**src/rtl/forwarder_pkg.sv**
```systemverilog
// Shared definitions for the transaction forwarder.
//   state_t                   : forwarder state encoding (IDLE, LOAD, SEND, DONE)
//   NUMBER_OF_QUEUES_DEFAULT  : default number of input FIFOs
//   ID_WIDTH                  : queue id width for the default queue count
package forwarder_pkg;

  typedef enum logic [1:0] {
    IDLE = 2'd0,
    LOAD = 2'd1,
    SEND = 2'd2,
    DONE = 2'd3
  } state_t;

  localparam int NUMBER_OF_QUEUES_DEFAULT = 4;
  localparam int ID_WIDTH = $clog2(NUMBER_OF_QUEUES_DEFAULT);

endpackage

```
**src/rtl/wrapping_counter.sv**
```systemverilog
// Free-running unsigned event counter that wraps modulo 2^WIDTH.
//   clock : system clock
//   reset : synchronous, active-high clear
//   inc   : count one event this cycle
//   value : current count
module wrapping_counter #(
  parameter int WIDTH = 32
) (
  input  logic             clock,
  input  logic             reset,
  input  logic             inc,
  output logic [WIDTH-1:0] value
);

  logic [WIDTH-1:0] r_value;

  always_ff @(posedge clock) begin
    if (reset) begin
      r_value <= '0;
    end else if (inc) begin
      r_value <= r_value + 1'b1;
    end
  end

  assign value = r_value;

endmodule

```
**src/rtl/transaction_forwarder.sv**
```systemverilog
// Pops the head of the queue selected by the scheduler's enable pulse and
// forwards it downstream over valid/ready, then returns a one-cycle consumed
// pulse to the scheduler.
//
// State table:
//   IDLE | waiting for an enable pulse
//   LOAD | one cycle: pop the selected head, or drop if its queue is empty
//   SEND | m_valid held until downstream accepts the word
//   DONE | one cycle: consumed pulse back to the scheduler
//
// Ports:
//   clock, reset         : system clock, synchronous active-high reset
//   enable, id           : scheduler request and selected queue
//   empty, queue_data    : per-queue empty flags and FWFT head words
//   pop                  : one-hot dequeue strobe (combinational)
//   m_valid/m_ready      : downstream handshake, with m_data and m_id
//   consumed             : completion pulse
//   busy                 : high outside IDLE (combinational)
//   forwarded_count      : completed handshakes
//   drop_count           : enables that found their queue empty
//   overlap_error        : sticky, an enable arrived while busy
module transaction_forwarder
  import forwarder_pkg::*;
#(
  parameter int NUMBER_OF_QUEUES = NUMBER_OF_QUEUES_DEFAULT,
  parameter int DATA_WIDTH       = 64,
  parameter int REGISTER_SIZE    = 32
) (
  input  logic                                         clock,
  input  logic                                         reset,
  input  logic                                         enable,
  input  logic [$clog2(NUMBER_OF_QUEUES)-1:0]          id,
  input  logic [NUMBER_OF_QUEUES-1:0]                  empty,
  input  logic [NUMBER_OF_QUEUES-1:0][DATA_WIDTH-1:0]  queue_data,
  output logic [NUMBER_OF_QUEUES-1:0]                  pop,
  output logic                                         m_valid,
  input  logic                                         m_ready,
  output logic [DATA_WIDTH-1:0]                        m_data,
  output logic [$clog2(NUMBER_OF_QUEUES)-1:0]          m_id,
  output logic                                         consumed,
  output logic                                         busy,
  output logic [REGISTER_SIZE-1:0]                     forwarded_count,
  output logic [REGISTER_SIZE-1:0]                     drop_count,
  output logic                                         overlap_error
);

  localparam int ID_W = $clog2(NUMBER_OF_QUEUES);

  state_t                  r_state;
  state_t                  w_next_state;
  logic [ID_W-1:0]         r_id_q;
  logic [DATA_WIDTH-1:0]   r_m_data;
  logic [ID_W-1:0]         r_m_id;
  logic                    r_m_valid;
  logic                    r_consumed;
  logic                    r_overlap_error;

  logic                    w_id_in_range;
  logic [ID_W-1:0]         w_id_safe;
  logic                    w_head_ok;
  logic [NUMBER_OF_QUEUES-1:0] w_pop;
  logic                    w_busy;
  logic                    w_fwd_inc;
  logic                    w_drop_inc;

  // Ids beyond the queue count (non-power-of-2 builds) behave as an empty
  // queue; the safe index keeps the array selects in range.
  assign w_id_in_range = (32'(r_id_q) < NUMBER_OF_QUEUES);
  assign w_id_safe     = w_id_in_range ? r_id_q : '0;
  assign w_head_ok     = w_id_in_range && !empty[w_id_safe];

  always_ff @(posedge clock) begin
    if (reset) begin
      r_state <= IDLE;
    end else begin
      r_state <= w_next_state;
    end
  end

  always_comb begin
    w_next_state = r_state;
    w_pop        = '0;
    w_fwd_inc    = 1'b0;
    w_drop_inc   = 1'b0;
    w_busy       = (r_state != IDLE);
    case (r_state)
      IDLE: begin
        if (enable) w_next_state = LOAD;
      end
      LOAD: begin
        if (w_head_ok) begin
          w_pop[w_id_safe] = 1'b1;
          w_next_state     = SEND;
        end else begin
          w_drop_inc   = 1'b1;
          w_next_state = DONE;
        end
      end
      SEND: begin
        if (r_m_valid && m_ready) begin
          w_fwd_inc    = 1'b1;
          w_next_state = DONE;
        end
      end
      DONE: begin
        w_next_state = IDLE;
      end
      default: begin
        w_next_state = IDLE;
      end
    endcase
  end

  always_ff @(posedge clock) begin
    if (reset) begin
      r_id_q          <= '0;
      r_m_data        <= '0;
      r_m_id          <= '0;
      r_m_valid       <= 1'b0;
      r_consumed      <= 1'b0;
      r_overlap_error <= 1'b0;
    end else begin
      if (r_state == IDLE && enable) begin
        r_id_q <= id;
      end
      if (r_state == LOAD && w_head_ok) begin
        r_m_data  <= queue_data[w_id_safe];
        r_m_id    <= r_id_q;
        r_m_valid <= 1'b1;
      end
      if (w_fwd_inc) begin
        r_m_valid <= 1'b0;
      end
      // Registered so consumed is high exactly for the DONE cycle.
      r_consumed <= (w_next_state == DONE);
      if (enable && w_busy) begin
        r_overlap_error <= 1'b1;
      end
    end
  end

  wrapping_counter #(.WIDTH(REGISTER_SIZE)) u_forwarded_count (
    .clock (clock),
    .reset (reset),
    .inc   (w_fwd_inc),
    .value (forwarded_count)
  );

  wrapping_counter #(.WIDTH(REGISTER_SIZE)) u_drop_count (
    .clock (clock),
    .reset (reset),
    .inc   (w_drop_inc),
    .value (drop_count)
  );

  assign pop           = w_pop;
  assign busy          = w_busy;
  assign m_valid       = r_m_valid;
  assign m_data        = r_m_data;
  assign m_id          = r_m_id;
  assign consumed      = r_consumed;
  assign overlap_error = r_overlap_error;

endmodule

```
**config.mk**
```make
export PLATFORM = sky130hd
export DESIGN_NAME = transaction_forwarder
export DESIGN_NICKNAME = d
export VERILOG_FILES = /design/src/rtl/forwarder_pkg.sv /design/src/rtl/wrapping_counter.sv /design/src/rtl/transaction_forwarder.sv
export SDC_FILE = /design/constraint.sdc
export NUM_CORES = 1
export LEC_CHECK = 0
export CORE_AREA = 5 5 155 157
export CTS_BUF_LIST = sky130_fd_sc_hd__clkbuf_4
export DETAILED_ROUTE_END_ITERATION = 7
export DIE_AREA = 0 0 160 162
export GPL_ROUTABILITY_DRIVEN = 0
export PLACE_DENSITY_LB_ADDON = 0.12
export SYNTH_ARGS = -nofsm -noshare
export SYNTH_HDL_FRONTEND = slang
export SYNTH_SLANG_ARGS = --single-unit
```
**constraint.sdc**
```tcl
create_clock -name clock -period 2.4 [get_ports clock]
set_input_delay 0.24 -clock clock [delete_from_list [all_inputs] [get_ports clock]]
set_output_delay 0.24 -clock clock [all_outputs]
set_load 0.02 [all_outputs]
```
==> impl_metrics.py, run 1 <==
metrics = {
    "global_routing": {
        "first_global_vias": 7628,
        "grt_first_pass_wirelength_um": 43400,
        "groute.usage.overall": 0.214,
        "gr-total-overflow": 0,
        "grt_max_degree": 72,
        "grt_antenna_before_repair": 9,
    },
    "power_and_ir_drop": {
        "combinational_power_share": 0.389,
        "sequential_fraction_of_design_power": 0.388,
        "pwr_density_cell_mw_per_mm2": 560,
        "p_sw_w": 0.00234,
        "part_of_the_power_in_the_clock_network": 0.224,
        "total_leakage_power_nw": 3.95,
        "vdd_drop_max_mv": 0.617,
        "p_int_w": 0.00441,
        "p_sw_frac": 0.347,
    },
    "setup_path": {
        "critPathLaunch": "r_id_q[0]",
        "startpoint_types": "register",
        "critical_path_class": "reg -> out",
        "crit-reg2reg-launch": "r_id_q[0]",
        "max_stage_delay_ps": 560,
        "standard_cell_with_the_maximum_stage_delay_on_the_critical_path": "sky130_fd_sc_hd__mux4_2",
        "endpoint_type_of_the_worst_setup_path": "output pin",
        "endpoint_arrival_time_on_the_critical_path_ps": 2000,
        "regToRegEndpoint": "u_drop_count.value[5]",
        "crit_path_max_fanout": 4,
        "worstPathRequired_ps": 2160,
        "cp.buffers_inverters": 1,
        "timing.critical_path.cells": "mux4_2 -> nand2b_4 -> nor3b_2 -> buf_2",
        "rr_worst_depth": 7,
        "critPathTopFamily": "multiplexers",
        "ff2ff_setup_slack_ps": 160,
    },
    "synthesis": {
        "yosys.area_share.xor_xnor": 0.0107,
        "seq_area_frac_synth": 0.373,
        "synthesis.yosys.warnings": 0,
        "number_of_flops_mapped_to_enable_cells_by_yosys": 0,
        "synth.mux.area_fraction": 0.220,
        "synth_top_family_by_area": "simple AND/OR/NAND/NOR gates",
        "syn_inst": 791,
        "synth_adder_area_share": 0.0102,
        "post_syn_nets": 1063,
        "async_flop_share": 0,
        "synth_top_flop_cell": "sky130_fd_sc_hd__dfxtp_1",
        "synth_compound_area_frac": 0.120,
        "synth_area_mm2": 0.00735,
        "area_share_of_and_or_nand_nor_cells_after_synthesis": 0.227,
        "synth.distinct_cells": 42,
        "total_of_flip_flops_plus_latches_after_synthesis": 137,
        "post_synth.cell_area_avg_um2": 9.29,
    },
    "final_layout": {
        "drive_gt1_frac": 0.127,
        "area.growth.synth_to_final_pct": 64.0,
        "fill_cells": 2083,
        "final_net_count": 1450,
        "ff_latch_area_mm2": 0.00275,
        "final_core_utilization": 0.539,
        "multi_input_area_mm2": 0.00435,
        "final_cell_area_mm2": 0.0121,
    },
    "drt": {
        "dr_total_vias": 7735,
        "detail_route.drc_violations": 0,
        "wl_per_cell_um": 19.4,
        "viasPerCell": 5.22,
        "drtAntennaViolNets": 0,
        "drt_iter0_drc": 376,
        "detail_route.wirelength_um": 28700,
        "drt_first_pass_iters": 5,
    },
    "worst_hold_path": {
        "hold_path.startpoint": "reset",
        "hp-class": "in -> reg",
        "min_delay_path_depth": 2,
        "hold-path-endpoint": "u_forwarded_count.value[8]",
    },
    "clock_tree": {
        "tritoncts_clock_tree": "yes",
        "cts_inserted_buffers": 17,
        "postCtsSetupBuffers": 0,
        "insertion_delay_ps": 530,
        "clockBufferDepth": 2,
        "clk_pin_slew_ps": 130,
        "clock_sink_count": 137,
        "cts.root.buffer_cell": "sky130_fd_sc_hd__clkbuf_4",
        "cts-htree-levels": 4,
    },
    "die": {
        "placementRows": 55,
        "chipWidth_um": 160,
        "floorplan.io_pins": 404,
        "die_y_um": 162,
        "initial_utilization": 0.329,
        "die_area_mm2": 0.0259,
        "area_inside_the_core_boundary_mm2": 0.0224,
    },
    "sta": {
        "worst_slew_pin_slew_ps": 810,
        "relSlewSlack": 0.460,
        "final-hold-violation-count": 0,
        "setup_viol": 0,
        "clock_period_minus_worst_slack_ps": 2240,
        "max_clock_freq_mhz": 447,
        "layout_worst_path_cycle_share": 0.932,
        "worst_hold_slack_ps": 276,
        "grt_setup_unrepaired": "false",
        "skew_ps": 28.7,
        "slew_viol_final": 0,
    },
    "place": {
        "post_dp_cell_area_mm2": 0.0118,
        "port_buffers": 403,
        "detailed_place_hpwl_um": 22600,
    },
    "job": {
        "max_cap_viol_count": 0,
    },
    "outcome": {
        "status": "complete, no violations",
    },
}
## sequential cells by signal, summed over array words and instances, names as in the netlist
signal / cells
r_state: 2
overlap_error: 1
consumed: 1
m_data: 64
u_drop_count.value: 32
m_valid: 1
u_forwarded_count.value: 32
m_id: 2
r_id_q: 2
## area by class of cell
type	count	area share
antenna	5	0.00104
multi-input combinational	584	0.361
sequential	137	0.228
tap	285	0.0296
clock inverter	14	0.0115
timing repair buffer	431	0.356
inverter	7	0.00218
clock buffer	18	0.0112
## how the worst max path moves through the flow
| stage | to | slack [ps] | cells past startpoint |
|---|---|---|---|
| 6_report | pop[2] | 160 | 4 |
| 5_1_grt | u_drop_count.value[6] | 20 | 7 |
| 3_5_place_dp | pop[2] | -120 | 5 |
| 4_1_cts | pop[3] | -1 | 4 |
| 3_3_place_gp | pop[2] | -80 | 5 |
| 2_1_floorplan | pop[2] | 190 | 6 |
## placed cells by master, fill, tap and decap left out, drive strengths merged, types with 6 or more instances in the layout
master         instances
mux4                  65
or3                   16
nand4                 24
mux2                  10
or4                   33
a21oi                113
dfxtp                137
buf                   32
nor4                   7
nand3                 17
o21ai                 14
nor2b                 12
inv                   13
nor2                  26
ha                     6
clkbuf                19
o31ai                 26
nand2                161
clkdlybuf4s50        397
and3                   9
## cell families after synthesis
| group | Yosys count |
|---|---|
| AOI/OAI and AO/OA | 159 |
| xor gates and xnor gates | 9 |
| adders and majority gates | 6 |
| buffers and inverters | 70 |
| DFF | 137 |
| muxes | 79 |
| and+or+nand+nor | 331 |
## timing repair
item	CTS	global route
hold buffers	0	0
setup endpoints to repair	4	5
gates resized for setup	16	5
endpoints found under the hold margin	0	0
## cells in the mapped netlist (all sizes together) (5+ instances only)
cell,instances,share of area
o21ai,14,0.0095
xor2,5,0.0060
nand4,24,0.022
nor4,7,0.0060
mux2,10,0.015
nand3,17,0.012
mux4,65,0.20
ha,6,0.010
nor2b,12,0.010
or4,33,0.034
a21oi,113,0.077
nand2,161,0.082
inv,7,0.0036
buf,21,0.014
or3,16,0.014
nor2,26,0.013
dfxtp,137,0.37
clkbuf,42,0.022
and3,9,0.0077
and4,5,0.0060
o31ai,26,0.027
## power groups by stage
stage,clock network (W),registers (W),logic [W]
4_1_cts,0.00159,0.00262,0.00266
5_1_grt,0.00169,0.00265,0.00284
6_report,0.00151,0.00262,0.00262
3_5_place_dp,0,0.00267,0.00265
3_3_place_gp,0,0.00266,0.00265
2_1_floorplan,0,0.00290,0.00114
## worst register-to-register path: stages (launching register included)
cell	delay, ps
sky130_fd_sc_hd__dfxtp_4	390
sky130_fd_sc_hd__buf_12	340
sky130_fd_sc_hd__mux2i_1	160
sky130_fd_sc_hd__o22a_1	280
sky130_fd_sc_hd__buf_12	190
sky130_fd_sc_hd__buf_4	170
sky130_fd_sc_hd__or4_1	490
sky130_fd_sc_hd__a21oi_1	150
## per-stage QoR
step	TNS (ps)	power [W]	instances	worst slack [ps]
CTS	-1.27	0.00687	1476	-1.27
global route	0	0.00717	1481	20.9
detailed placement	-209	0.00532	1444	-124
global placement	-136	0.00531	1444	-82.2
finish	0	0.00675	1481	163
floorplan	0	0.00404	791	188
## per-layer routing
layer,global-route usage,vias up,part of all wire
met5,0,-,0.0014
met4,0.0555,6,0.019
met3,0.0903,37,0.092
met2,0.379,269,0.52
met1,0.236,3694,0.37
li1,-,3729,-
No activity file was read; power rests on OpenSTA's default activity.
==> run 2: changes to the inputs <==
--- a/config.mk
+++ b/config.mk
@@ -11,6 +11,7 @@
 export DIE_AREA = 0 0 160 162
 export GPL_ROUTABILITY_DRIVEN = 0
 export PLACE_DENSITY_LB_ADDON = 0.12
+export SETUP_SLACK_MARGIN = 0.5
 export SYNTH_ARGS = -nofsm -noshare
 export SYNTH_HDL_FRONTEND = slang
 export SYNTH_SLANG_ARGS = --single-unit
==> impl_metrics.py, run 2 (same netlist as run 1, synthesis figures left out) <==
metrics = {
    "outcome": {
        "status": "complete, no violations",
    },
    "worst_hold_path": {
        "hp-class": "in -> reg",
    },
    "drt": {
        "dr_total_vias": 8221,
        "detail_route.wirelength_um": 31600,
        "wl_per_cell_um": 20.5,
        "detail_route.drc_violations": 0,
        "drtAntennaViolNets": 0,
        "viasPerCell": 5.32,
        "drt_iter0_drc": 410,
        "drt_first_pass_iters": 4,
    },
    "job": {
        "max_cap_viol_count": 0,
    },
    "power_and_ir_drop": {
        "pwr_density_cell_mw_per_mm2": 552,
        "p_sw_w": 0.00253,
        "part_of_the_power_in_the_clock_network": 0.215,
        "p_sw_frac": 0.343,
        "vdd_drop_max_mv": 0.557,
        "sequential_fraction_of_design_power": 0.356,
        "total_leakage_power_nw": 5.19,
        "combinational_power_share": 0.429,
        "p_int_w": 0.00484,
    },
    "die": {
        "floorplan.io_pins": 404,
        "initial_utilization": 0.329,
        "die_y_um": 162,
        "chipWidth_um": 160,
        "die_area_mm2": 0.0259,
        "placementRows": 55,
        "area_inside_the_core_boundary_mm2": 0.0224,
    },
    "final_layout": {
        "layout.cells.most_common_list": "sky130_fd_sc_hd__clkdlybuf4s50_1, sky130_fd_sc_hd__nand2_1, sky130_fd_sc_hd__dfxtp_1",
        "final_cell_area_mm2": 0.0133,
        "fill_cells": 1964,
        "area.growth.synth_to_final_pct": 81.5,
        "final_net_count": 1510,
        "largest_register_ffs": 64,
        "final_core_utilization": 0.597,
        "drive_gt1_frac": 0.245,
        "mostFrequentLayoutCell": "sky130_fd_sc_hd__clkdlybuf4s50_1",
    },
    "sta": {
        "clock_period_minus_worst_slack_ps": 2220,
        "layout_worst_path_cycle_share": 0.925,
        "worst_slack_ps": 180,
        "total_neg_setup_slack_ps": 0,
        "relSlewSlack": 0.455,
        "skew_ps": 48.5,
        "final-hold-violation-count": 0,
        "slew_viol_final": 0,
        "grt_setup_unrepaired": "true",
        "setup_viol": 0,
        "worst_slew_pin_slew_ps": 818,
        "worst_hold_slack_ps": 264,
        "max_clock_freq_mhz": 451,
    },
    "setup_path": {
        "critical_path_class": "reg -> out",
        "endpoint_arrival_time_on_the_critical_path_ps": 1980,
        "crit_path_max_fanout": 3,
        "startpoint_types": "register",
        "endpoint_type_of_the_worst_setup_path": "output pin",
        "worstPathRequired_ps": 2160,
    },
    "place": {
        "detailed_place_hpwl_um": 22700,
        "port_buffers": 403,
        "post_dp_cell_area_mm2": 0.0119,
        "detailedPlace.worstSlack_ps": -101,
    },
    "clock_tree": {
        "cts.root.buffer_cell": "sky130_fd_sc_hd__clkbuf_4",
        "cts_inserted_buffers": 17,
        "cts_hold_buffers": 0,
        "clock_sink_count": 137,
        "clockBufferDepth": 2,
        "insertion_delay_ps": 540,
        "tritoncts_clock_tree": "yes",
        "cts-htree-levels": 4,
        "clk_pin_slew_ps": 140,
    },
    "global_routing": {
        "gr-total-overflow": 0,
        "grt_max_degree": 67,
        "grt_antenna_before_repair": 11,
        "first_global_vias": 7704,
        "grt_first_pass_wirelength_um": 44200,
        "groute.usage.overall": 0.217,
    },
}
-- run 2: cell type report --
| cell class | instances | area (µm²) | area share |
|---|---|---|---|
| Inverter | 7 | 28.8 | 0.00216 |
| Sequential cell | 137 | 2810 | 0.211 |
| Clock inverter | 14 | 145 | 0.0109 |
| Timing Repair Buffer | 491 | 5010 | 0.375 |
| Clock buffer | 18 | 135 | 0.0101 |
| Antenna cell | 8 | 20.0 | 0.00150 |
| Multi-Input combinational cell | 584 | 4840 | 0.362 |
| Tap cell | 285 | 357 | 0.0267 |
-- run 2: worst paths after layout --
check             startpoint                      to  slack, ps  cells past startpoint
setup / recovery   r_id_q[0]                  pop[2]        180                      4
hold / removal         id[0]               r_id_q[0]        260                      3
setup reg to reg   r_id_q[0]  u_drop_count.value[24]        270                      8
hold reg to reg   m_data[20]              m_data[20]        460                      2
-- run 2: timing repair --
item                                    4_1_cts  5_1_grt
endpoints found under the setup margin      129      157
resized for setup                            64      125
cloned                                        0        8
buffers inserted                             16       43
pin swaps                                    18       57
-- run 2: through the flow --
step	cells	power, W
2_1_floorplan	791	0.00408
3_3_place_gp	1437	0.00530
3_5_place_dp	1437	0.00531
4_1_cts	1485	0.00701
5_1_grt	1542	0.00776
6_report	1544	0.00737
-- run 2: metal layers --
| layer | GRT usage | up-vias | part of all wire |
|---|---|---|---|
| met2 | 0.379 | 259 | 0.52 |
| met4 | 0.0708 | 8 | 0.021 |
| met1 | 0.245 | 4048 | 0.38 |
| li1 | - | 3863 | - |
| met5 | 0 | - | 0.0019 |
| met3 | 0.0799 | 43 | 0.081 |
-- run 2: critical path, stage by stage, from the launching register on --
cell and delay (ps):
sky130_fd_sc_hd__dfxtp_4 390, sky130_fd_sc_hd__mux4_2 550, sky130_fd_sc_hd__nand2b_4 200, sky130_fd_sc_hd__nor3b_4 190, sky130_fd_sc_hd__buf_6 140
-- run 2: power by group through the flow --
stage               Clock (W)  Combinational, W  Sequential (W)
floorplan                   0           0.00118         0.00290
global placement            0           0.00264         0.00266
detailed placement          0           0.00264         0.00267
CTS                   0.00164           0.00274         0.00263
global route          0.00173           0.00338         0.00265
finish                0.00158           0.00316         0.00263
==> run 3: changes to the inputs <==
--- a/config.mk
+++ b/config.mk
@@ -12,6 +12,7 @@
 export GPL_ROUTABILITY_DRIVEN = 0
 export PLACE_DENSITY_LB_ADDON = 0.12
 export SETUP_SLACK_MARGIN = 0.5
+export SKIP_CTS_REPAIR_TIMING = 1
 export SYNTH_ARGS = -nofsm -noshare
 export SYNTH_HDL_FRONTEND = slang
 export SYNTH_SLANG_ARGS = --single-unit
==> impl_metrics.py, run 3 (same netlist as run 1, synthesis figures left out) <==
metrics = {
    "drt": {
        "drtAntennaViolNets": 0,
        "drt_iter0_drc": 387,
        "detail_route.wirelength_um": 30700,
        "wl_per_cell_um": 20.2,
        "dr_total_vias": 8068,
        "route.top_layer_used": "met5",
        "detail_route.drc_violations": 0,
        "drt_first_pass_iters": 5,
        "met3_length_um": 2510,
        "route.layer.met1.wl_um": 11600,
        "viasPerCell": 5.32,
        "dr_wl_met2_um": 15900,
    },
    "setup_path": {
        "endpoint_arrival_time_on_the_critical_path_ps": 1970,
        "startpoint_types": "register",
        "critPathTopFamily": "multiplexers",
        "standard_cell_with_the_maximum_stage_delay_on_the_critical_path": "sky130_fd_sc_hd__mux4_2",
        "crit_path_max_fanout": 3,
        "timing.critical_path.cells": "mux4_2 -> nand2b_4 -> nor3b_4 -> buf_6",
        "max_stage_delay_ps": 550,
        "cp.buffers_inverters": 1,
        "worstPathRequired_ps": 2160,
        "endpoint_type_of_the_worst_setup_path": "output pin",
        "critical_path_class": "reg -> out",
    },
    "die": {
        "die_y_um": 162,
        "initial_utilization": 0.329,
        "floorplan.io_pins": 404,
        "area_inside_the_core_boundary_mm2": 0.0224,
        "die_area_mm2": 0.0259,
        "placementRows": 55,
        "chipWidth_um": 160,
    },
    "clock_tree": {
        "clockBufferDepth": 2,
        "cts.root.buffer_cell": "sky130_fd_sc_hd__clkbuf_4",
        "cts_inserted_buffers": 17,
        "clock_sink_count": 137,
        "insertion_delay_ps": 540,
        "cts-htree-levels": 4,
        "clk_pin_slew_ps": 130,
        "tritoncts_clock_tree": "yes",
    },
    "final_layout": {
        "mostFrequentLayoutCell": "sky130_fd_sc_hd__clkdlybuf4s50_1",
        "largest_register_ffs": 64,
        "fill_cells": 1988,
        "final_cell_area_mm2": 0.0131,
        "final_net_count": 1483,
        "drive_gt1_frac": 0.227,
        "multi_input_area_mm2": 0.00479,
        "ff_latch_area_mm2": 0.00282,
        "layout.cells.most_common_list": "sky130_fd_sc_hd__clkdlybuf4s50_1, sky130_fd_sc_hd__nand2_1, sky130_fd_sc_hd__dfxtp_1",
        "area.growth.synth_to_final_pct": 78.0,
    },
    "sta": {
        "clock_period_minus_worst_slack_ps": 2210,
        "worst_slack_ps": 190,
        "max_clock_freq_mhz": 452,
        "worst_slew_pin_slew_ps": 812,
        "setup_viol": 0,
        "slew_viol_final": 0,
        "relSlewSlack": 0.459,
        "layout_worst_path_cycle_share": 0.921,
        "final-hold-violation-count": 0,
        "grt_setup_unrepaired": "true",
        "skew_ps": 45.3,
    },
    "worst_hold_path": {
        "hp-class": "in -> reg",
    },
    "global_routing": {
        "grt_antenna_before_repair": 11,
        "grt_max_degree": 67,
        "first_global_vias": 7620,
        "groute.usage.overall": 0.214,
        "gr-total-overflow": 0,
        "grt_first_pass_wirelength_um": 43800,
    },
    "job": {
        "max_cap_viol_count": 0,
    },
    "place": {
        "detailed_place_hpwl_um": 22700,
        "post_dp_cell_area_mm2": 0.0119,
        "detailedPlace.worstSlack_ps": -101,
        "port_buffers": 403,
    },
    "outcome": {
        "status": "complete, no violations",
    },
    "power_and_ir_drop": {
        "pwr_density_cell_mw_per_mm2": 545,
        "vdd_drop_max_mv": 0.684,
        "power.total_w": 0.00714,
        "total_leakage_power_nw": 5.14,
    },
}
## run 3: area by class of cell
type / count / share of cell area
clock inverter: 14 / 0.0111
inverter: 7 / 0.00220
antenna: 8 / 0.00153
tap: 285 / 0.0273
clock buffer: 18 / 0.0103
sequential: 137 / 0.216
timing repair buffer: 462 / 0.365
multi-input combinational: 586 / 0.366
## run 3: path summary, 6_finish.rpt
path / startpoint / to / slack (ps) / cells past startpoint
min: id[0] / r_id_q[0] / 270 / 3
min reg2reg: m_data[20] / m_data[20] / 460 / 2
max: r_id_q[0] / pop[2] / 190 / 4
max reg2reg: r_id_q[0] / u_drop_count.value[6] / 270 / 8
## run 3: where the power goes
group	switching (W)	internal (W)	total, W	leakage (nW)
Sequential	0.000146	0.00249	0.00264	1.13
Combinational	0.00136	0.00157	0.00292	3.86
Clock	0.000939	0.000636	0.00158	0.150
Total	0.00244	0.00469	0.00714	5.14
## run 3: worst register-to-register path, stage by stage (launching register included)
cell                        delay [ps]
sky130_fd_sc_hd__dfxtp_4           380
sky130_fd_sc_hd__buf_4             140
sky130_fd_sc_hd__buf_12            130
sky130_fd_sc_hd__mux2i_4           190
sky130_fd_sc_hd__o22a_4            330
sky130_fd_sc_hd__buf_6             150
sky130_fd_sc_hd__clkbuf_16         150
sky130_fd_sc_hd__or4_1             500
sky130_fd_sc_hd__a21oi_1           120
## run 3: per-stage QoR
step / util / std cells / hold WS, ps / setup TNS, ps
2_1_floorplan: - / 791 / 347 / 0
5_1_grt: 0.585 / 1515 / 209 / 0
6_report: 0.585 / 1517 / 266 / 0
4_1_cts: 0.543 / 1469 / 209 / -1560
3_3_place_gp: 0.530 / 1437 / 441 / -179
3_5_place_dp: 0.530 / 1437 / 446 / -197
## run 3: layer usage
metal,vias up,track usage
met5,-,0
li1,3799,-
met1,3962,0.242
met3,37,0.0804
met2,262,0.374
met4,8,0.0708
